[config.mk]
export PLATFORM = sky130hd
export DESIGN_NAME = alu_issue_queue
export DESIGN_NICKNAME = d
export VERILOG_FILES = /design/src/rtl/alu_pkg.sv /design/src/rtl/alu_cmd_fifo.sv /design/src/rtl/alu_issue_queue.sv
export SDC_FILE = /design/constraint.sdc
export NUM_CORES = 1
export LEC_CHECK = 0
export CORE_MARGIN = 5
export CORE_UTILIZATION = 47
export DETAILED_ROUTE_END_ITERATION = 7
export PLACE_DENSITY = 0.71
export SYNTH_ARGS = -nofsm -noshare
export SYNTH_HDL_FRONTEND = slang
export SYNTH_SLANG_ARGS = --single-unit
[constraint.sdc]
create_clock -name clk -period 3.2 [get_ports clk]
set_input_delay 0.8 -clock clk [delete_from_list [all_inputs] [get_ports clk]]
set_output_delay 0.8 -clock clk [all_outputs]
set_load 0.05 [all_outputs]
[src/rtl/alu_pkg.sv]
// Shared ALU definitions: opcode encodings and flag bit positions in out_flags.
package alu_pkg;

  typedef logic [3:0] alu_op_t;

  localparam alu_op_t ADD     = 4'd0;
  localparam alu_op_t ADD_C   = 4'd1;
  localparam alu_op_t SUB     = 4'd2;
  localparam alu_op_t SUB_B   = 4'd3;
  localparam alu_op_t AND     = 4'd4;
  localparam alu_op_t OR      = 4'd5;
  localparam alu_op_t XOR     = 4'd6;
  localparam alu_op_t SHIFT_L = 4'd7;
  localparam alu_op_t SHIFT_R = 4'd8;
  localparam alu_op_t ROT_L   = 4'd9;
  localparam alu_op_t ROT_R   = 4'd10;
  localparam alu_op_t G_T     = 4'd11;
  localparam alu_op_t L_T     = 4'd12;
  localparam alu_op_t NOT_A   = 4'd13;
  localparam alu_op_t NOT_B   = 4'd14;
  localparam alu_op_t XOR_P   = 4'd15;

  localparam int unsigned FLG_COUT    = 4;
  localparam int unsigned FLG_BORROW  = 3;
  localparam int unsigned FLG_ZERO    = 2;
  localparam int unsigned FLG_PARITY  = 1;
  localparam int unsigned FLG_INVALID = 0;
  localparam int unsigned FlagW       = 5;

endpackage

[src/rtl/alu_cmd_fifo.sv]
// Synchronous command FIFO with occupancy count; pointers wrap modulo Depth.
module alu_cmd_fifo #(
  parameter int unsigned Width = 21,
  parameter int unsigned Depth = 4
) (
  input  logic                       clk_i,
  input  logic                       rst_i,
  input  logic                       push_i,
  input  logic [Width-1:0]           wdata_i,
  input  logic                       pop_i,
  output logic [Width-1:0]           rdata_o,
  output logic [$clog2(Depth):0]     count_o,
  output logic                       full_o,
  output logic                       empty_o
);

  localparam int unsigned AW = $clog2(Depth);
  localparam int unsigned CW = AW + 1;

  logic [Width-1:0] mem_q [Depth];
  logic [AW-1:0]    wr_ptr_q, wr_ptr_d;
  logic [AW-1:0]    rd_ptr_q, rd_ptr_d;
  logic [CW-1:0]    count_q, count_d;

  // Pointer and count next-state; count alone tells full from empty.
  always_comb begin
    wr_ptr_d = wr_ptr_q;
    rd_ptr_d = rd_ptr_q;
    count_d  = count_q;
    if (push_i) wr_ptr_d = wr_ptr_q + 1'b1;
    if (pop_i)  rd_ptr_d = rd_ptr_q + 1'b1;
    unique case ({push_i, pop_i})
      2'b10:   count_d = count_q + 1'b1;
      2'b01:   count_d = count_q - 1'b1;
      default: count_d = count_q;
    endcase
  end

  // Control state with synchronous reset.
  always_ff @(posedge clk_i) begin
    if (rst_i) begin
      wr_ptr_q <= '0;
      rd_ptr_q <= '0;
      count_q  <= '0;
    end else begin
      wr_ptr_q <= wr_ptr_d;
      rd_ptr_q <= rd_ptr_d;
      count_q  <= count_d;
    end
  end

  // Storage array; contents need no reset since count gates their use.
  always_ff @(posedge clk_i) begin
    if (push_i) mem_q[wr_ptr_q] <= wdata_i;
  end

  assign rdata_o = mem_q[rd_ptr_q];
  assign count_o = count_q;
  assign full_o  = (count_q == CW'(Depth));
  assign empty_o = (count_q == '0);

endmodule

[src/rtl/alu_issue_queue.sv]
// Command queue in front of a combinational ALU plus a valid/ready result register behind it.
module alu_issue_queue
  import alu_pkg::*;
#(
  parameter int unsigned N     = 8,
  parameter int unsigned DEPTH = 4,
  parameter int unsigned CNT_W = 8
) (
  input  logic                      clk,
  input  logic                      rst,
  input  logic                      in_valid,
  output logic                      in_ready,
  input  logic [N-1:0]              in_a,
  input  logic [N-1:0]              in_b,
  input  logic                      in_c_in,
  input  logic [3:0]                in_control,
  output logic [N-1:0]              alu_a,
  output logic [N-1:0]              alu_b,
  output logic                      alu_c_in,
  output logic [3:0]                alu_control,
  input  logic [N-1:0]              alu_result,
  input  logic                      alu_c_out,
  input  logic                      alu_borrow,
  input  logic                      alu_zero,
  input  logic                      alu_parity,
  input  logic                      alu_invalid,
  output logic                      out_valid,
  input  logic                      out_ready,
  output logic [N-1:0]              out_result,
  output logic [4:0]                out_flags,
  output logic [$clog2(DEPTH):0]    fifo_count,
  output logic [CNT_W-1:0]          invalid_count
);

  localparam int unsigned CmdW = N + N + 1 + 4;

  logic [CmdW-1:0] wdata, head;
  logic            push, pop, fifo_full, fifo_empty;

  logic             out_valid_q, out_valid_d;
  logic [N-1:0]     out_result_q, out_result_d;
  logic [4:0]       out_flags_q, out_flags_d;
  logic [CNT_W-1:0] invalid_count_q, invalid_count_d;

  // Entry layout: {control, c_in, a, b}.
  assign wdata = {in_control, in_c_in, in_a, in_b};

  // in_ready ignores a same-cycle pop, so a full queue always stalls input.
  assign in_ready = !fifo_full;
  assign push     = in_valid && in_ready;
  assign pop      = !fifo_empty && (!out_valid_q || out_ready);

  alu_cmd_fifo #(
    .Width (CmdW),
    .Depth (DEPTH)
  ) u_fifo (
    .clk_i   (clk),
    .rst_i   (rst),
    .push_i  (push),
    .wdata_i (wdata),
    .pop_i   (pop),
    .rdata_o (head),
    .count_o (fifo_count),
    .full_o  (fifo_full),
    .empty_o (fifo_empty)
  );

  // Present the head command to the ALU; an empty queue drives all zeros.
  always_comb begin
    alu_a       = '0;
    alu_b       = '0;
    alu_c_in    = 1'b0;
    alu_control = '0;
    if (!fifo_empty) begin
      alu_control = head[CmdW-1 -: 4];
      alu_c_in    = head[2*N];
      alu_a       = head[2*N-1 -: N];
      alu_b       = head[N-1:0];
    end
  end

  // Result register next-state: capture on pop, clear valid on a bare output handshake.
  always_comb begin
    out_valid_d     = out_valid_q;
    out_result_d    = out_result_q;
    out_flags_d     = out_flags_q;
    invalid_count_d = invalid_count_q;
    if (pop) begin
      out_valid_d              = 1'b1;
      out_result_d             = alu_result;
      out_flags_d[FLG_COUT]    = alu_c_out;
      out_flags_d[FLG_BORROW]  = alu_borrow;
      out_flags_d[FLG_ZERO]    = alu_zero;
      out_flags_d[FLG_PARITY]  = alu_parity;
      out_flags_d[FLG_INVALID] = alu_invalid;
      if (alu_invalid && (invalid_count_q != {CNT_W{1'b1}})) begin
        invalid_count_d = invalid_count_q + 1'b1;
      end
    end else if (out_valid_q && out_ready) begin
      out_valid_d = 1'b0;
    end
  end

  // Output stage state; reset discards any pending result without a handshake.
  always_ff @(posedge clk) begin
    if (rst) begin
      out_valid_q     <= 1'b0;
      out_result_q    <= '0;
      out_flags_q     <= '0;
      invalid_count_q <= '0;
    end else begin
      out_valid_q     <= out_valid_d;
      out_result_q    <= out_result_d;
      out_flags_q     <= out_flags_d;
      invalid_count_q <= invalid_count_d;
    end
  end

  assign out_valid     = out_valid_q;
  assign out_result    = out_result_q;
  assign out_flags     = out_flags_q;
  assign invalid_count = invalid_count_q;

endmodule

# After elaboration in Yosys (flattened, before gate mapping)
# Memory sizes are Yosys's and may differ from the RTL's. A register that Yosys moved wholly into a read port is not among the register bits.
# Index checks and enable logic that the tools add are counted.
# Widths: inputs -> output; s select.
# totals
reg_bits	29
ram_bits	84
output_inout_bits	47
word_cells	40
mem_count	1
# op_classes
add_sub_neg	5
n_eq_ne	4
n_mux	11
n_reduce_logical	12
# memory_table
name	words	word_bits	read_ports	rd_ports_with_merged_regs	write_ports	line	rtl
u_fifo.mem_q	4	21	1	1	1	alu_cmd_fifo.sv:20	logic [Width-1:0] mem_q [Depth];
# ops
operator	n
$mux 8	2
$add 8x1->8 const B	1
$ne 8x8->1 const B	1
$pmux 3 s2	1
$mux 1	5
$add 2x1->2 const B	2
$logic_and 1x1->1	4
$mux 2	2
$mux 4	1
$reduce_bool 2->1	2
$add 3x1->3 const B	1
$eq 3x3->1 const B	1
$logic_not 1->1	3
$logic_not 3->1	1
$sub 3x1->3 const B	1
$eq 2x1->1 const B	1
$eq 2x2->1 const B	1
$reduce_and 2->1	1
$logic_or 1x1->1	1

# Depth between registers and ports, before layout
# Gate-level depths: netlist (run 1).
# depth
word_depth	5
mapped_depth	11
ltp_nobuf	9

# Hierarchy
# A second synthesis (run 1) with hierarchy kept.
# hier_totals
hier_cells	287
area_unflattened_um2	4499.3
# by_module_without_submodules
mod	instances	cells_per_inst	area_per_inst_um2
alu_cmd_fifo	1	156	3465.8
alu_issue_queue	1	131	1033.5

# Least setup slack after synthesis (run 1)
# Ideal clock, no wire load.
# synth_timing
path_kind	reg-to-reg
startpoint	reg u_fifo.count_q[2] (netlist: u_fifo.count_o[2])
endpoint	reg u_fifo.count_q[2] (netlist: u_fifo.count_o[2])
setup_ps	70
t_arrival_ps	2828
t_required_ps	3130
path_slack_ps	302
path_stages_with_launch	10
path_buffers	0
period_less_slack_ps	2898
path_cell_list	dfxtp_1 -> or3b_1 -> and2_1 -> inv_1 -> ha_1 -> inv_1 -> fa_1 -> xor2_1 -> or3_1 -> a21oi_1
# synth_via
elab_chain_cells	5
word_cells_on_any_way	12
classes_between	add/sub: 2; eq/ne: 3; mux: 1; reduce/logical: 6
# synth_lines
item	line	rtl
start: declaration	alu_cmd_fifo.sv:23	logic [CW-1:0] count_q, count_d;
start signal: assignment	alu_cmd_fifo.sv:48	count_q <= count_d;
$eq 3x3->1 *	alu_cmd_fifo.sv:59	assign full_o = (count_q == CW'(Depth));
$logic_not 1->1 *	alu_issue_queue.sv:49	assign in_ready = !fifo_full;
named net in_ready	alu_issue_queue.sv:12	output logic in_ready,
$logic_and 1x1->1 *	alu_issue_queue.sv:50	assign push = in_valid && in_ready;
$eq 2x1->1 or $eq 2x2->1 (tied branches)	alu_cmd_fifo.sv:32	unique case ({push_i, pop_i})
$pmux 3 s2 or $reduce_bool 2->1 (tied branches)	-	
# The timed path passes the listed nets; every way through them passes the cells marked *.
# A chain may end at the register's enable or synchronous reset.

# Worst setup path in the final report (run 1)
# layout_timing
startpoint	reg u_fifo.count_q[2] (netlist: u_fifo.count_o[2])
endpoint	out in_ready
# layout_via
elab_chain_cells	2
# layout_lines
item	line
$eq 3x3->1	alu_cmd_fifo.sv:59
$logic_not 1->1	alu_issue_queue.sv:49
end: declaration	alu_issue_queue.sv:12
# Every way passes these cells.

==> reports/qor.log, run 1 <==
qor: run_status.result_of_the_run finished, final reports clean
qor: cts.hold_buffers 0
qor: synthesis.postSynthAreaPerCell 15.7 um^2
qor: power_and_ir_drop.cellInternalPower 3.81 mW
qor: timing.hold_viol 0
qor: floorplan.io_pins 85
qor: global_routing.grt_antenna_before_repair 0
qor: route.met2_wirelength 4260 um
qor: critical_path.critical_path_class reg2out
qor: power_and_ir_drop.p_clk_share 29.1%
qor: critical_path.crit_fanout 6
qor: worst_hold_path.hold_path_class reg2reg
qor: critical_path.crit_buf_inv 1
qor: synthesis.synthXorXnorAreaFrac 0.962%
qor: power_and_ir_drop.final_total_pwr 6.10 mW
qor: critical_path.worst-endpoint-required 2400 ps
qor: floorplan.die_area 0.0118 mm^2
qor: global_routing.grt_remaining_overflow 0
qor: route.met3_wirelength 624 um
qor: power_and_ir_drop.power-per-cell-area 1010 mW/mm^2
qor: cts.cts_htree_levels 4
qor: timing.setup_viol 0
qor: cts.number_of_buffers_inserted_during_clock_tree_synthesis 17
qor: synthesis.synth_top_family_by_area multiplexers
qor: synthesis.synth_compound_gate_area_share 3.82%
qor: route.routed_via_count_divided_by_cell_count 5.00
qor: placement.detailedPlacementHpwl 5500 um
qor: synthesis.synth_simple_gate_area_share 10.5%
qor: floorplan.die_y 108 um
qor: synthesis.postSynthCellCount 290
qor: synthesis.syn-cell-area 0.00455 mm^2
qor: timing.skew 7.33 ps
qor: cells_and_area.share_of_post_route_cells_with_drive_strength_above_1 22.6%
qor: global_routing.via_count_of_the_first_global_routing_pass 2828
qor: global_routing.grt_overall_usage 16.1%
qor: timing.setup-tns-final 0 ps
qor: power_and_ir_drop.total_leakage_power 2.11 nW
qor: route.wl_met1 3780 um
qor: cells_and_area.postLayoutCoreUtil 63.2%
qor: floorplan.die_w 108 um
qor: timing.worst_slew_pin_slew 574 ps
qor: cells_and_area.flow.area_growth_from_synthesis 33.2%
qor: route.ant_nets 0
qor: route.detail_route.drc_violations 0
qor: route.wire_per_inst 16.4 um
qor: critical_path.timing.critical_path.arrival 2090 ps
qor: route.first_pass_iters 4
qor: critical_path.crit_path_cell_trace or3b_1 > clkdlybuf4s50_1
qor: route.wl 8760 um
qor: cts.cts.clk_slew.worst_paths 60 ps
qor: critical_path.startpoint_type flip-flop
qor: placement.gp_routability_congestion 0.704
qor: timing.slew_viol_final 0
qor: synthesis.synthArstFlopShare 0%
qor: timing.timing.final.crit_period 2890 ps
qor: critical_path.crit_family buffers and inverters
qor: critical_path.cpPeakStageDelay 740 ps
qor: flow_run.maxCapViolations 0
qor: timing.maxSlewHeadroom 61.7%
qor: power_and_ir_drop.sequentialPowerShare 31.5%
qor: floorplan.floorplan.initialDensity 47.4%
qor: cts.cts_resized 0
qor: cts.cts_tree done
qor: cts.clock-sinks 115
qor: cts.cts_setup_buffers 0
qor: cells_and_area.finalNetCount 434
qor: power_and_ir_drop.power.ir.vdd_worst 0.761 mV
qor: synthesis.ys_seq_elements 115
qor: route.via_count 2673
qor: synthesis.muxShareOfSynthArea 10.6%
qor: route.highest-signal-layer met4
qor: synthesis.synthAdderAreaFrac 2.09%
qor: timing.rsz_0062_raised_after_global_routing no
qor: floorplan.floorplan.core_area 0.00959 mm^2
qor: synthesis.number_of_synthesis_warnings 0
qor: cts.cts_root_buffer sky130_fd_sc_hd__clkbuf_8
qor: floorplan.std_cell_rows 36
qor: cts.cts-root-to-sink-buffers 2
qor: power_and_ir_drop.pwr-share-comb 39.4%
qor: cells_and_area.final_instance_area 0.00606 mm^2
qor: route.detailedRoute.firstIterationViolations 128
qor: global_routing.grt_start_max_net_pins 25
qor: timing.fmaxAchievable 346 MHz
qor: critical_path.cp_slowest_cell sky130_fd_sc_hd__clkdlybuf4s50_1
qor: synthesis.postSynth.topFlopCell sky130_fd_sc_hd__edfxtp_1
qor: placement.port-buffer-count 84
qor: cts.clock_latency 500 ps
qor: placement.dpl_cell_area 0.00549 mm^2
qor: critical_path.critical_path.endpoint_type output port
qor: synthesis.yosysSeqAreaShare 69.0%
qor: timing.final_min_period_over_clock_period 90.3%
qor: synthesis.synth-edff-count 84
qor: synthesis.synth_cell_types 34
qor: power_and_ir_drop.netSwitchingFraction 37.6%
qor: power_and_ir_drop.netSwitchingPower 2.29 mW
qor: cells_and_area.diodes 0
qor: global_routing.grt_first_pass_wirelength 14300 um
qor: synthesis.mappedNetlistNets 335
registers in the layout, summed over array words and instances (netlist names), named ones only:
name,count
invalid_count,8
out_result,8
u_fifo.rd_ptr_q,2
u_fifo.count_o,3
out_valid,1
u_fifo.wr_ptr_q,2
u_fifo.mem_q,84
out_flags,5
through the flow:
step	setup slack (ps)	std cells	hold slack [ps]
after global placement	402	503	442
after global routing	236	535	476
after floorplan	302	290	467
after CTS	282	535	456
final	310	535	451
after detailed placement	324	503	447
layout by cell type (no fill, tap or decap), drive strengths merged:
| cell | n |
|---|---|
| edfxtp | 84 |
| clkdlybuf4s50 | 63 |
| dfxtp | 31 |
| buf | 31 |
| nand2 | 29 |
| a21oi | 24 |
| and2 | 23 |
| mux4 | 21 |
| clkbuf | 17 |
| inv | 11 |
| nor2 | 8 |
| ha | 6 |
| clkinv | 6 |
| and3 | 5 |
| or4 | 4 |
| o31ai | 4 |
| clkinvlp | 4 |
| or3 | 4 |
| nand3 | 4 |
| xor2 | 3 |
| o21ai | 3 |
| or3b | 2 |
| nor2b | 2 |
| nand4 | 2 |
| xnor2 | 2 |
| nor3 | 2 |
| bufinv | 2 |
| or2b | 1 |
| o41ai | 1 |
| and4 | 1 |
| mux2 | 1 |
| fa | 1 |
per-layer routing:
metal	track usage, %	vias up
li1	-	1288
met4	5.41	0
met2	25.9	74
met1	20.1	1299
met5	0	-
met3	6.03	12
synth_stat cells (5+ instances only):
library cell,number,share of area [%]
sky130_fd_sc_hd__inv_1,8,0.66
sky130_fd_sc_hd__edfxtp_1,84,55
sky130_fd_sc_hd__nor2_1,8,0.66
sky130_fd_sc_hd__nand2_1,29,2.4
sky130_fd_sc_hd__and3_1,5,0.69
sky130_fd_sc_hd__mux4_2,21,10
sky130_fd_sc_hd__and2_1,22,3.0
sky130_fd_sc_hd__clkbuf_1,5,0.41
sky130_fd_sc_hd__dfxtp_1,31,14
sky130_fd_sc_hd__a21oi_1,24,2.6
sky130_fd_sc_hd__ha_1,6,1.6
power groups by stage:
| stage | Combinational (mW) | Sequential [mW] | Clock [mW] |
|---|---|---|---|
| after detailed placement | 2.44 | 1.95 | 0 |
| final | 2.40 | 1.92 | 1.77 |
| after global placement | 2.42 | 1.94 | 0 |
| after floorplan | 1.50 | 2.17 | 0 |
| after global routing | 2.58 | 1.94 | 1.89 |
| after CTS | 2.45 | 1.92 | 1.81 |
final cells by class:
| class | count | area, um^2 |
|---|---|---|
| Fill cell | 737 | 3530 |
| Sequential cell | 115 | 3140 |
| Multi-Input combinational cell | 153 | 1270 |
| Timing Repair Buffer | 94 | 876 |
| Clock buffer | 17 | 414 |
| Tap cell | 133 | 166 |
| Clock inverter | 15 | 158 |
| Inverter | 8 | 30.0 |
logic make-up after synthesis:
group                    after synthesis
flip-flops                           115
XOR/XNOR                               5
AND/OR/NAND/NOR                       87
adder cells (fa/ha/maj)                7
multiplexers                          22
AO/OA/AOI/OAI                         32
buffers and inverters                 22
tightest hold or removal path, stage by stage (launching register included):
cell and delay, ps:
sky130_fd_sc_hd__dfxtp_1 300, sky130_fd_sc_hd__nand2_1 50, sky130_fd_sc_hd__a21oi_1 50
final timing paths:
path | cells after the start | from | endpoint | slack (ps)
max | 2 | u_fifo.count_o[2] | in_ready | 310
max reg2reg | 9 | u_fifo.count_o[2] | u_fifo.count_o[2] | 730
min | 2 | out_flags[3] | out_flags[3] | 450
min reg2reg | 2 | out_flags[3] | out_flags[3] | 450
Power figures use the tool's default switching activity.
==> run 2, diff against run 1 <==
CORE_UTILIZATION = 45   (was 47)
PLACE_DENSITY = 0.68   (was 0.71)
==> reports/qor.log, run 2 (same netlist as run 1, synthesis figures left out) <==
qor: power_and_ir_drop.netSwitchingFraction 37.1% [was 37.6%]
qor: global_routing.grt.busiest_layer met2 [unchanged]
qor: cells_and_area.share_of_post_route_cells_with_drive_strength_above_1 22.6% [about the same]
qor: cts.cts-root-to-sink-buffers 2 [unchanged]
qor: global_routing.via_count_of_the_first_global_routing_pass 2810 [was 2828]
qor: cts.clock_latency 490 ps [was 500 ps]
qor: cts.cts_setup_buffers 0 [unchanged]
qor: power_and_ir_drop.power.ir.vdd_worst 0.819 mV [was 0.761 mV]
qor: timing.slew_viol_final 0 [unchanged]
qor: critical_path.cp_slowest_cell sky130_fd_sc_hd__dfxtp_2 [was sky130_fd_sc_hd__clkdlybuf4s50_1]
qor: route.wl 8640 um [was 8760 um]
qor: power_and_ir_drop.p_clk_share 29.9% [was 29.1%]
qor: global_routing.grt_start_max_net_pins 25 [unchanged]
qor: route.routed_via_count_divided_by_cell_count 5.02 [was 5.00]
qor: power_and_ir_drop.total_leakage_power 2.13 nW [was 2.11 nW]
qor: critical_path.critical_path_class reg2out [unchanged]
qor: global_routing.grt_remaining_overflow 0 [unchanged]
qor: floorplan.std_cell_rows 36 [unchanged]
qor: placement.dpl_cell_area 0.00549 mm^2 [about the same]
qor: cts.number_of_buffers_inserted_during_clock_tree_synthesis 17 [unchanged]
qor: global_routing.grtUsageMet1 18.2% [was 20.1%]
qor: route.wire_per_inst 16.1 um [was 16.4 um]
qor: floorplan.die_area 0.0122 mm^2 [was 0.0118 mm^2]
qor: route.detail_route.drc_violations 0 [unchanged]
qor: critical_path.worst-endpoint-required 2400 ps [about the same]
qor: power_and_ir_drop.power-per-cell-area 1010 mW/mm^2 [about the same]
qor: cts.cts_htree_levels 4 [unchanged]
qor: power_and_ir_drop.netSwitchingPower 2.29 mW [about the same]
qor: critical_path.cpPeakStageDelay 590 ps [was 740 ps]
qor: floorplan.io_pins 85 [unchanged]
qor: cts.cts_tree done [unchanged]
qor: cells_and_area.flip_flop_count_of_the_largest_register_after_layout 84 [unchanged]
qor: global_routing.grt_overall_usage 14.6% [was 16.1%]
qor: cts.cts_resized 0 [unchanged]
qor: critical_path.reg2reg_from u_fifo.count_o[2] [unchanged]
qor: floorplan.floorplan.core_area 0.00982 mm^2 [was 0.00959 mm^2]
qor: timing.fmaxAchievable 330 MHz [was 346 MHz]
qor: critical_path.startpoint_type flip-flop [unchanged]
qor: cells_and_area.registers.top_by_ff_count u_fifo.mem_q [unchanged]
qor: cells_and_area.final_instance_area 0.00608 mm^2 [was 0.00606 mm^2]
qor: floorplan.floorplan.initialDensity 46.4% [was 47.4%]
qor: cells_and_area.final_common_cell sky130_fd_sc_hd__edfxtp_1 [unchanged]
qor: critical_path.critical_path.endpoint alu_b[7] [was in_ready]
qor: critical_path.crit_buf_inv 2 [was 1]
qor: cells_and_area.diodes 0 [unchanged]
qor: global_routing.grt_use_met2 23.9% [was 25.9%]
qor: critical_path.crit_fanout 12 [was 6]
qor: timing.final_min_period_over_clock_period 94.6% [was 90.3%]
qor: floorplan.die_y 111 um [was 108 um]
qor: critical_path.r2r_cells 9 [unchanged]
qor: route.via_count 2689 [was 2673]
qor: global_routing.grt_util_met3 5.14% [was 6.03%]
qor: critical_path.cp_common_cell sky130_fd_sc_hd__buf_4
qor: timing.rsz_0062_raised_after_global_routing no [unchanged]
qor: power_and_ir_drop.pwr-share-comb 38.6% [was 39.4%]
qor: cts.cts_root_buffer sky130_fd_sc_hd__clkbuf_8 [unchanged]
qor: cells_and_area.final_cell_mix sky130_fd_sc_hd__edfxtp_1, sky130_fd_sc_hd__clkdlybuf4s50_1, sky130_fd_sc_hd__buf_4, sky130_fd_sc_hd__dfxtp_1, sky130_fd_sc_hd__nand2_1 [was sky130_fd_sc_hd__edfxtp_1, sky130_fd_sc_hd__clkdlybuf4s50_1, sky130_fd_sc_hd__dfxtp_1, sky130_fd_sc_hd__buf_4, sky130_fd_sc_hd__nand2_1]
qor: critical_path.crit_path_cell_trace buf_4 > mux4_2 > and2_1 > buf_4 [was or3b_1 > clkdlybuf4s50_1]
qor: timing.worst_slew_pin_slew 544 ps [was 574 ps]
qor: cts.hold_buffers 0 [unchanged]
qor: cells_and_area.finalNetCount 435 [was 434]
qor: run_status.result_of_the_run finished, final reports clean [unchanged]
qor: timing.timing.final.crit_period 3030 ps [was 2890 ps]
qor: critical_path.critical_path_cell_count 4 [was 2]
qor: route.ant_nets 0 [unchanged]
qor: worst_hold_path.hold_path_class reg2reg [unchanged]
qor: placement.port-buffer-count 84 [unchanged]
qor: route.first_pass_iters 4 [unchanged]
qor: timing.skew 6.19 ps [was 7.33 ps]
qor: global_routing.grt_first_pass_wirelength 14200 um [was 14300 um]
qor: flow_run.maxCapViolations 0 [unchanged]
qor: timing.maxSlewHeadroom 63.7% [was 61.7%]
qor: critical_path.reg2reg_setup_slack 660 ps [was 730 ps]
qor: cells_and_area.flow.area_growth_from_synthesis 33.6% [was 33.2%]
qor: critical_path.crit_family flip-flops [was buffers and inverters]
qor: placement.gp_routability_congestion 0.715 [was 0.704]
qor: power_and_ir_drop.cellInternalPower 3.88 mW [was 3.81 mW]
qor: power_and_ir_drop.sequentialPowerShare 31.6% [was 31.5%]
qor: global_routing.grt_antenna_before_repair 0 [unchanged]
qor: cts.cts.clk_slew.worst_paths 60 ps [about the same]
qor: cts.clock-sinks 115 [unchanged]
qor: critical_path.timing.critical_path.arrival 2230 ps [was 2090 ps]
qor: timing.hold_viol 0 [unchanged]
qor: placement.detailedPlacementHpwl 5600 um [was 5500 um]
qor: critical_path.critical_path.endpoint_type output port [unchanged]
qor: floorplan.die_w 111 um [was 108 um]
qor: timing.setup_viol 0 [unchanged]
qor: critical_path.worstReg2RegEnd u_fifo.count_o[2] [unchanged]
qor: timing.setup-tns-final 0 ps [unchanged]
qor: route.detailedRoute.firstIterationViolations 121 [was 128]
==> run 2: changes by cell type in the layout (fill, tap and decap cells not counted), sizes merged <==
cell / before / now
buf: 31 / 32
bufinv: 2 / 3
clkinv: 6 / 7
inv: 11 / 10
clkbuf: 17 / 18
clkinvlp: 4 / 2
==> run 2: metrics by stage <==
step	setup slack, ps	total power, mW	hold slack [ps]	std cells	utilization [%]
global route	6.85	6.48	478	536	62.0
detailed placement	297	4.39	447	504	55.9
CTS	98.9	6.26	454	536	62.0
floorplan	302	3.67	467	290	-
global placement	407	4.35	442	504	55.9
finish	172	6.17	451	536	62.0
==> run 2: worst min-delay path, stage by stage, from the launching register on <==
cell and delay (ps):
sky130_fd_sc_hd__dfxtp_1 300, sky130_fd_sc_hd__nand2_1 50, sky130_fd_sc_hd__a21oi_1 50
==> run 2: power groups by stage <==
stage	Sequential, mW	Clock [mW]	Combinational [mW]
finish	1.95	1.84	2.38
global route	1.98	1.96	2.54
CTS	1.95	1.89	2.42
detailed placement	1.98	0	2.41
global placement	1.97	0	2.38
floorplan	2.17	0	1.50
==> run 2: worst min path at each step <==
stage,startpoint,endpoint,slack [ps],cells past startpoint
floorplan,u_fifo.wr_ptr_q[1],u_fifo.wr_ptr_q[1],470,2
global placement,out_result[5],out_result[5],440,2
detailed placement,out_result[7],out_result[7],450,2
CTS,out_result[2],out_result[2],450,2
global route,out_flags[1],out_flags[1],480,2
finish,out_result[7],out_result[7],450,2
==> run 2: final cells by class <==
cell class                      count  area (um^2)
Sequential cell                   115         3140
Inverter                            8         30.0
Clock buffer                       18          418
Timing Repair Buffer               95          871
Tap cell                          133          166
Fill cell                         776         3740
Clock inverter                     14          180
Multi-Input combinational cell    153         1270
==> run 2: routing by layer <==
metal / up-vias / wire (um)
met1: 1308 / 3900
li1: 1302 / -
met5: - / 0
met3: 8 / 463
met2: 71 / 4190
met4: 0 / 87
==> run 3, diff against run 2 <==
CAP_MARGIN = 0   (was not set)
CORE_ASPECT_RATIO = 0.75   (was not set)
==> reports/qor.log, run 3 (same netlist as run 1, synthesis figures left out) <==
qor: run_status.result_of_the_run finished, final reports clean [unchanged]
qor: timing.final_min_period_over_clock_period 89.1% [was 94.6%]
qor: floorplan.io_pins 85 [unchanged]
qor: critical_path.critical_path.endpoint_type output port [unchanged]
qor: global_routing.grt_remaining_overflow 0 [unchanged]
qor: timing.maxSlewHeadroom 60.3% [was 63.7%]
qor: critical_path.worstReg2RegEnd u_fifo.count_o[2] [unchanged]
qor: cts.cts_resized 0 [unchanged]
qor: critical_path.critical_path.endpoint alu_b[7] [unchanged]
qor: cells_and_area.diodes 0 [unchanged]
qor: cells_and_area.final_cell_mix sky130_fd_sc_hd__edfxtp_1, sky130_fd_sc_hd__clkdlybuf4s50_1, sky130_fd_sc_hd__dfxtp_1, sky130_fd_sc_hd__nand2_1, sky130_fd_sc_hd__a21oi_1 [was sky130_fd_sc_hd__edfxtp_1, sky130_fd_sc_hd__clkdlybuf4s50_1, sky130_fd_sc_hd__buf_4, sky130_fd_sc_hd__dfxtp_1, sky130_fd_sc_hd__nand2_1]
qor: route.detail_route.drc_violations 0 [unchanged]
qor: route.routed_via_count_divided_by_cell_count 5.05 [was 5.02]
qor: global_routing.via_count_of_the_first_global_routing_pass 2874 [was 2810]
qor: critical_path.crit_fanout 13 [was 12]
qor: cells_and_area.flip_flop_count_of_the_largest_register_after_layout 84 [unchanged]
qor: timing.finalHoldWorstSlack 452 ps [was 451 ps]
qor: cts.cts_htree_levels 4 [unchanged]
qor: critical_path.worst-endpoint-required 2400 ps [about the same]
qor: power_and_ir_drop.total_leakage_power 2.13 nW [about the same]
qor: timing.timing.final.ws_setup 349 ps [was 172 ps]
qor: timing.rsz_0062_raised_after_global_routing no [unchanged]
qor: flow_run.maxCapViolations 0 [unchanged]
qor: cts.hold_buffers 0 [unchanged]
qor: power_and_ir_drop.power-per-cell-area 1010 mW/mm^2 [about the same]
qor: placement.pre_cts_slack 282 ps [was 297 ps]
qor: route.ant_nets 0 [unchanged]
qor: timing.timing.final.crit_period 2850 ps [was 3030 ps]
qor: worst_hold_path.hold_path_class reg2reg [unchanged]
qor: floorplan.std_cell_rows 31 [was 36]
qor: cts.cts_root_buffer sky130_fd_sc_hd__clkbuf_16 [was sky130_fd_sc_hd__clkbuf_8]
qor: timing.hold_viol 0 [unchanged]
qor: cts.cts-root-to-sink-buffers 2 [unchanged]
qor: timing.slew_viol_final 0 [unchanged]
qor: floorplan.die_area 0.0122 mm^2 [about the same]
qor: route.first_pass_iters 4 [unchanged]
qor: cts.clock-sinks 115 [unchanged]
qor: critical_path.timing.critical_path.arrival 2050 ps [was 2230 ps]
qor: floorplan.floorplan.initialDensity 46.6% [was 46.4%]
qor: route.via_count 2693 [was 2689]
qor: timing.worst_slew_pin_slew 594 ps [was 544 ps]
qor: critical_path.critical_path_class reg2out [unchanged]
qor: cells_and_area.finalNetCount 434 [was 435]
qor: critical_path.reg2reg_setup_slack 710 ps [was 660 ps]
qor: placement.gp_routability_congestion 0.741 [was 0.715]
qor: worst_hold_path.min-delay-start out_flags[4] [was out_result[7]]
qor: timing.skew 4.71 ps [was 6.19 ps]
qor: placement.detailedPlacementHpwl 5610 um [was 5600 um]
qor: critical_path.reg2reg_from u_fifo.count_o[2] [unchanged]
qor: cells_and_area.registers.top_by_ff_count u_fifo.mem_q [unchanged]
qor: cts.cts.clk_slew.worst_paths 50 ps [was 60 ps]
qor: cts.cts_setup_buffers 0 [unchanged]
qor: route.wl 8850 um [was 8640 um]
qor: floorplan.die_y 97.1 um [was 111 um]
qor: cells_and_area.share_of_post_route_cells_with_drive_strength_above_1 19.7% [was 22.6%]
qor: critical_path.r2r_cells 9 [unchanged]
qor: timing.setup-tns-final 0 ps [unchanged]
qor: floorplan.floorplan.core_area 0.00977 mm^2 [was 0.00982 mm^2]
qor: route.detailedRoute.firstIterationViolations 215 [was 121]
qor: global_routing.grt_start_max_net_pins 25 [unchanged]
qor: cells_and_area.final_common_cell sky130_fd_sc_hd__edfxtp_1 [unchanged]
qor: power_and_ir_drop.power.ir.vdd_worst 0.700 mV [was 0.819 mV]
qor: placement.port-buffer-count 84 [unchanged]
qor: cts.cts_tree done [unchanged]
qor: global_routing.grt_antenna_before_repair 0 [unchanged]
qor: cells_and_area.postLayoutCoreUtil 62.5% [was 62.0%]
qor: global_routing.grt_overall_usage 15.5% [was 14.6%]
qor: floorplan.die_w 126 um [was 111 um]
qor: critical_path.startpoint_type flip-flop [unchanged]
qor: cts.clock_latency 400 ps [was 490 ps]
qor: cells_and_area.flow.area_growth_from_synthesis 34.2% [was 33.6%]
qor: cts.number_of_buffers_inserted_during_clock_tree_synthesis 17 [unchanged]
qor: timing.fmaxAchievable 351 MHz [was 330 MHz]
qor: global_routing.grt_first_pass_wirelength 14700 um [was 14200 um]
qor: timing.setup_viol 0 [unchanged]
qor: route.wire_per_inst 16.6 um [was 16.1 um]
==> run 3: changes by cell type in the layout (fill, tap and decap cells not counted) <==
cell	delta
sky130_fd_sc_hd__bufinv_16	-1
sky130_fd_sc_hd__buf_4	-9
sky130_fd_sc_hd__clkbuf_1	+3
sky130_fd_sc_hd__clkinv_4	-6
sky130_fd_sc_hd__inv_6	-2
sky130_fd_sc_hd__clkinvlp_4	-2
sky130_fd_sc_hd__clkinv_1	+7
sky130_fd_sc_hd__clkbuf_8	-1
sky130_fd_sc_hd__buf_12	+8
sky130_fd_sc_hd__clkbuf_16	+1
==> run 3: worst min-delay path by stage <==
stage,cells after the start,end
final,2,out_flags[4]
after global routing,2,out_result[3]
after CTS,2,out_flags[4]
after detailed placement,2,out_result[3]
after global placement,2,out_flags[1]
after floorplan,2,u_fifo.wr_ptr_q[1]
==> run 3: cell type report <==
cell class | count | area (um^2)
tap | 132 | 165
timing repair buffer | 94 | 963
sequential | 115 | 3140
fill | 778 | 3670
clock inverter | 10 | 91.3
clock buffer | 21 | 440
multi-input combinational | 153 | 1270
inverter | 8 | 30.0
==> run 3: stage by stage <==
stage	cells	instance area, um^2	total power [mW]
global route	533	6110	6.51
floorplan	290	4550	3.67
finish	533	6110	6.20
detailed placement	502	5580	4.57
global placement	502	5580	4.53
CTS	533	6110	6.28
==> run 3: routing by layer <==
layer	global-route usage, %	vias to the layer above	share of wire [%]
li1	-	1291	-
met1	20.3	1338	46
met2	24.0	57	49
met3	5.22	7	3.7
met4	5.69	0	0.93
met5	0	-	0
==> run 3: critical path: stages, from the launching register on <==
cell                      delay, ps
sky130_fd_sc_hd__dfxtp_2        540
sky130_fd_sc_hd__buf_12         220
sky130_fd_sc_hd__mux4_2         510
sky130_fd_sc_hd__and2_1         180
sky130_fd_sc_hd__buf_4          190
==> run 3: power breakdown <==
group / switching (mW) / total (mW) / internal (mW)
Sequential: 0.122 / 1.94 / 1.82
Combinational: 1.56 / 2.57 / 1.01
Clock: 0.570 / 1.69 / 1.12
==> patch 1: new RTL, config.mk and constraints of run 2 <==
Reset style: asynchronous (`rst` and `rst_i`), changed in 2 clocked blocks. Comments in the files are not updated.
--- a/src/rtl/alu_cmd_fifo.sv
+++ b/src/rtl/alu_cmd_fifo.sv
@@ -37,7 +37,7 @@
   end
 
   // Control state with synchronous reset.
-  always_ff @(posedge clk_i) begin
+  always_ff @(posedge clk_i or posedge rst_i) begin
     if (rst_i) begin
       wr_ptr_q <= '0;
       rd_ptr_q <= '0;
--- a/src/rtl/alu_issue_queue.sv
+++ b/src/rtl/alu_issue_queue.sv
@@ -102,7 +102,7 @@
   end
 
   // Output stage state; reset discards any pending result without a handshake.
-  always_ff @(posedge clk) begin
+  always_ff @(posedge clk or posedge rst) begin
     if (rst) begin
       out_valid_q     <= 1'b0;
       out_result_q    <= '0;
Behaviour: differs if rst is asserted again (counterexample within 4 cycles, from zero or initial values and one cycle with rst high); with rst held inactive, the same outputs for 4 cycles.
==> patch 1 against run 2 <==
  * Worst setup slack improved by 0.21 ns
  * Total power is 15% higher
  * Via count fell by 9.8%
  * Fmax is 7.4% higher
  * Global-route usage rose by 0.17 points
  * Sequential cell count shrank 2
  * Wire length shrank 1.3%
  * Synthesized area is 0.27% higher
  * Final area barely moved
  * Final cell count is 9.1% lower
  * Core utilization is essentially flat
  * Critical endpoint is now in_ready
  * Highest routed layer unchanged
==> patch 1: results (changes against run 2) <==
Run status
  • Run status: finished clean (unchanged)

Synthesis
  • Ys async rst share: 0.257 (was 0)
  • Primary FF master, synth: edfxtp_1 (unchanged)
  • Share of synthesized area spent on multiplexers: 0.156 (was 0.106)
  • Adder-cell share of the synthesized area: 0.0208 (was 0.0209)
  • Synth top area cells: edfxtp_1, dfrtp_1, mux4_2, mux2_4, and2_1 (was edfxtp_1, dfxtp_1, mux4_2, and2_1, a21oi_1)
  • XOR/XNOR Fraction of Synth Area: 0.0211 (was 0.00962)
  • Post-synth net total: 284 (was 335)
  • Compound-Gate Fraction of Synth Area: 0.00795 (was 0.0382)
  • Avg Cell Area, Syn: 19.1 um^2 (was 15.7 um^2)
  • Seq/Total Area, Yosys: 0.712 (was 0.690)
  • Top cells by count, synth: edfxtp_1, dfrtp_1, and2_1 (was edfxtp_1, dfxtp_1, nand2_1)

Setup path
  • Crit-path max FO: 6 (was 12)
  • WP data arrival: 2.02 ns (was 2.23 ns)
  • R2R setup slack: 1.08 ns (was 0.66 ns)
  • Critical path's top delay family: buffers and inverters (was flip-flops)
  • Slowest stage cell, crit path: clkdlybuf4s50_1 (was dfxtp_2)
  • Reg2Reg Capture Point: u_fifo.count_o[2] (unchanged)
  • Critical Path Max Stage Delay: 0.84 ns (was 0.59 ns)

Pwr
  • Leak: 0.00231 uW (was 0.00213 uW)
  • Sw power: 2770 uW (was 2290 uW)

Final layout
  • Final design utilization: 0.619 (was 0.620)
  • Fin nets: 386 (was 435)
  • Post-Layout Cell Count: 487 (was 536)
  • Share of cells above drive strength 1: 0.268 (was 0.226)
  • Fillers: 758 (was 776)

Place
  • DP Wirelength: 5340 um (was 5600 um)
  • Placed Area: 5530 um^2 (was 5490 um^2)
  • RePlAce Congestion: 0.723 (was 0.715)
  • Pre-CTS WS: 0.537 ns (was 0.297 ns)
  • Inst Count DP: 455 (was 504)

Hold path
  • Endpoint of the worst hold path: out_result[7] (unchanged)
  • Hold depth: 1 (was 2)
  • Hold wc startpoint: out_result[7] (unchanged)

Drt
  • Drt wl/cell: 17.5 um (was 16.1 um)
  • Via count: 2426 (was 2689)
  • Routed length on met3: 355 um (was 463 um)
  • Initial DRC Count: 126 (was 121)
  • Met2 routed WL: 4390 um (was 4190 um)
  • M1 WL: 3670 um (was 3900 um)

Global route
  • M3 GR Usage: 0.0415 (was 0.0514)
  • Vias in the first global route: 2681 (was 2810)
  • First-pass GRT wire length: 14000 um (was 14200 um)
  • Met1 usage: 0.184 (was 0.182)
  • Met2 Track Usage GR: 0.243 (was 0.239)

STA
  • Final min period: 2.82 ns (was 3.03 ns)
  • WHS: 0.509 ns (was 0.451 ns)
  • Skew final: 0.0148 ns (was 0.00619 ns)
  • Slew @ Worst Pin: 0.525 ns (was 0.544 ns)
-- patch 1: cell count changes after synthesis, sizes merged, moves of 4 or more --
cell	delta
dfxtp	-31
dfrtp	+29
nand2	-28
a21oi	-23
mux2	+14
clkbuf	-6
nor2	-4
o31ai	-4
or4	-4
-- patch 1: area by class of cell --
type / instances / area share
flip-flops and latches: 113 / 0.534
multi-input cells: 109 / 0.202
well taps: 133 / 0.0274
repair buffers: 92 / 0.142
clock buffers: 25 / 0.0799
clock inverters: 7 / 0.00988
inverters: 8 / 0.00494
-- patch 1: cell families after synthesis --
kind of cell               after synthesis
AOI/OAI and AO/OA                        5
muxes                                   38
xor gates and xnor gates                11
adders and majority gates                7
DFF                                    113
buffers and inverters                   17
and+or+nand+nor                         48
-- patch 1: power by group through the flow --
stage                     Clock, uW  Sequential [uW]  Combinational, uW
after global routing           1800             2210               3410
after CTS                      1720             2170               3280
after floorplan                   0             2600               1870
after detailed placement          0             2190               3260
final                          1690             2160               3220
after global placement            0             2170               3240
==> patch 2: new RTL, config.mk and constraints of run 2 <==
Made on the original files. Set the parameter `N` to 4 (it was 8).
--- a/src/rtl/alu_issue_queue.sv
+++ b/src/rtl/alu_issue_queue.sv
@@ -2,7 +2,7 @@
 module alu_issue_queue
   import alu_pkg::*;
 #(
-  parameter int unsigned N     = 8,
+  parameter int unsigned N     = 4,
   parameter int unsigned DEPTH = 4,
   parameter int unsigned CNT_W = 8
 ) (
Ports: changed (6 resized); port bits go from 85 to 61. The function was not compared with the original's and may differ.
==> patch 2 against run 2 <==
  * Final area fell by 34%
  * Global-route usage rose by 0.21 points
  * Wire length shrank 31%
  * Total power shrank 42%
  * Core utilization shrank 2.9 points
  * Final cell count down 26%
  * Clock power is 66% lower
  * Synthesized area fell by 30%
  * Synthesized cell count down 22%
  * Critical path depth down 2
  * Sequential share of layout area increased by 0.42 points
  * Count of clock-buffer cells in the layout is 8 lower
  * Worst setup slack improved by 0.29 ns
  * Sequential cell count down 36
==> patch 2: results (changes against run 2) <==
Place
  • Placed Area: 3870 um^2 (was 5490 um^2)
  • RePlAce Congestion: 0.803 (was 0.715)
  • I/O Buffers: 60 (was 84)
  • DP Wirelength: 4110 um (was 5600 um)

Final layout
  • Number of flip-flops in the largest register: 52 (was 84)
  • Ant diodes: 0 (unchanged)
  • Fin nets: 326 (was 435)
  • Fillers: 564 (was 776)
  • Share of cells above drive strength 1: 0.168 (was 0.226)
  • Reg with most FFs: u_fifo.mem_q (unchanged)

Synthesis
  • Compound-Gate Fraction of Synth Area: 0.0478 (was 0.0382)
  • Adder-cell share of the synthesized area: 0.0298 (was 0.0209)
  • Top cells by count, synth: edfxtp_1, dfxtp_1, nand2_1 (unchanged)
  • Share of synthesized area spent on multiplexers: 0.0980 (was 0.106)
  • Netlist cell types: 37 (was 34)
  • XOR/XNOR Fraction of Synth Area: 0.0137 (was 0.00962)
  • Number of synthesized flops with an enable pin: 52 (was 84)
  • Synth top area cells: edfxtp_1, dfxtp_1, mux4_2, nand2_1, a21oi_1 (was edfxtp_1, dfxtp_1, mux4_2, and2_1, a21oi_1)
  • Seq/Total Area, Yosys: 0.658 (was 0.690)
  • Synth warn: 0 (unchanged)
  • Post-synth net total: 258 (was 335)
  • Ys async rst share: 0 (unchanged)

Setup path
  • WP data arrival: 1.93 ns (was 2.23 ns)
  • Crit-path max FO: 6 (was 12)
  • Crit path to: in_ready (was alu_b[7])
  • R2R setup slack: 0.74 ns (was 0.66 ns)

STA
  • Slew @ Worst Pin: 0.716 ns (was 0.544 ns)
  • Skew final: 0.00555 ns (was 0.00619 ns)
  • Sum Neg Setup Slack: 0 ns (unchanged)

CTS
  • TritonCTS buffer count: 9 (was 17)
  • Root buf cell: clkbuf_8 (unchanged)
  • Post-CTS Setup Bufs: 0 (unchanged)
  • Worst-Skew Late Latency: 0.34 ns (was 0.49 ns)
  • Reg clk slew, reported paths: 0.08 ns (was 0.06 ns)
  • Post-cts resize count: 0 (unchanged)
  • H-tree lvl count: 3 (was 4)

Pwr
  • Leak: 0.00140 uW (was 0.00213 uW)
  • Int Pwr: 2120 uW (was 3880 uW)
  • Peak VDD IR: 0.364 mV (was 0.819 mV)

Run status
  • Run status: finished clean (unchanged)

Global route
  • GRT Util Overall: 0.148 (was 0.146)
  • Initial antenna violation count: 0 (unchanged)
  • Largest net degree at the start of global routing: 18 (was 25)
  • Vias in the first global route: 1983 (was 2810)
  • First-pass GRT wire length: 9840 um (was 14200 um)

Drt
  • Initial DRC Count: 80 (was 121)
  • Drt wl/cell: 15.1 um (was 16.1 um)
  • DR vias/cell: 4.97 (was 5.02)
  • TritonRoute pass-1 iters: 4 (unchanged)

Hold path
  • Hold Path Class: flip-flop to flip-flop (unchanged)
patch 2: changes by cell type after synthesis, sizes merged, moves of 4 or more:
cell           run 2  this run
mux4              21        13
a21oi             24        17
and2              23        15
edfxtp            84        52
dfxtp             31        27
patch 2: layer usage:
layer  routed length (um)  global-route usage
met5                    0                   0
met4                  177              0.0903
met3                  291              0.0296
met2                 2920               0.233
met1                 2570               0.187
patch 2: logic make-up (layout without fill, tap and decap cells):
family | Yosys count | after routing
AOI/OAI and AO/OA | 28 | 28
xor gates and xnor gates | 5 | 5
adders and majority gates | 7 | 7
buffers and inverters | 15 | 88
DFF | 79 | 79
muxes | 15 | 15
and+or+nand+nor | 76 | 76
patch 2: cell type report:
cell class,instances,area (um^2),area share
inverter,7,26.3,0.00651
clock buffer,10,128,0.0316
timing repair buffer,65,606,0.150
sequential,79,2100,0.521
tap,96,120,0.0298
multi-input combinational,131,1010,0.252
clock inverter,6,37.5,0.00931
patch 2: stage by stage:
stage               hold slack (ns)  cells  setup WS (ns)  power (uW)
floorplan                     0.466    225          0.302        2540
global placement              0.444    378          0.252        3020
detailed placement            0.450    378          0.222        3040
CTS                           0.462    394          0.453        3660
global route                  0.481    394          0.401        3820
finish                        0.457    394          0.467        3610
patch 2: how the worst min path moves through the flow:
stage / startpoint / to / slack [ns] / cells after the start
floorplan: u_fifo.wr_ptr_q[1] / u_fifo.wr_ptr_q[1] / 0.47 / 2
global placement: out_result[0] / out_result[0] / 0.44 / 2
detailed placement: out_result[3] / out_result[3] / 0.45 / 2
CTS: out_result[1] / out_result[1] / 0.46 / 2
global route: out_flags[2] / out_flags[2] / 0.48 / 2
finish: out_result[1] / out_result[1] / 0.46 / 2
patch 2: worst max-delay path, stage by stage, from the launching register on:
cell and delay, ns:
dfxtp_1 0.40, or3b_1 0.45, clkdlybuf4s50_1 0.74
patch 2: power by group through the flow:
stage	Sequential, uW	Clock, uW	Combinational [uW]
final	1330	622	1650
after global placement	1350	0	1660
after global routing	1350	685	1780
after CTS	1330	649	1680
after floorplan	1530	0	1010
after detailed placement	1360	0	1680
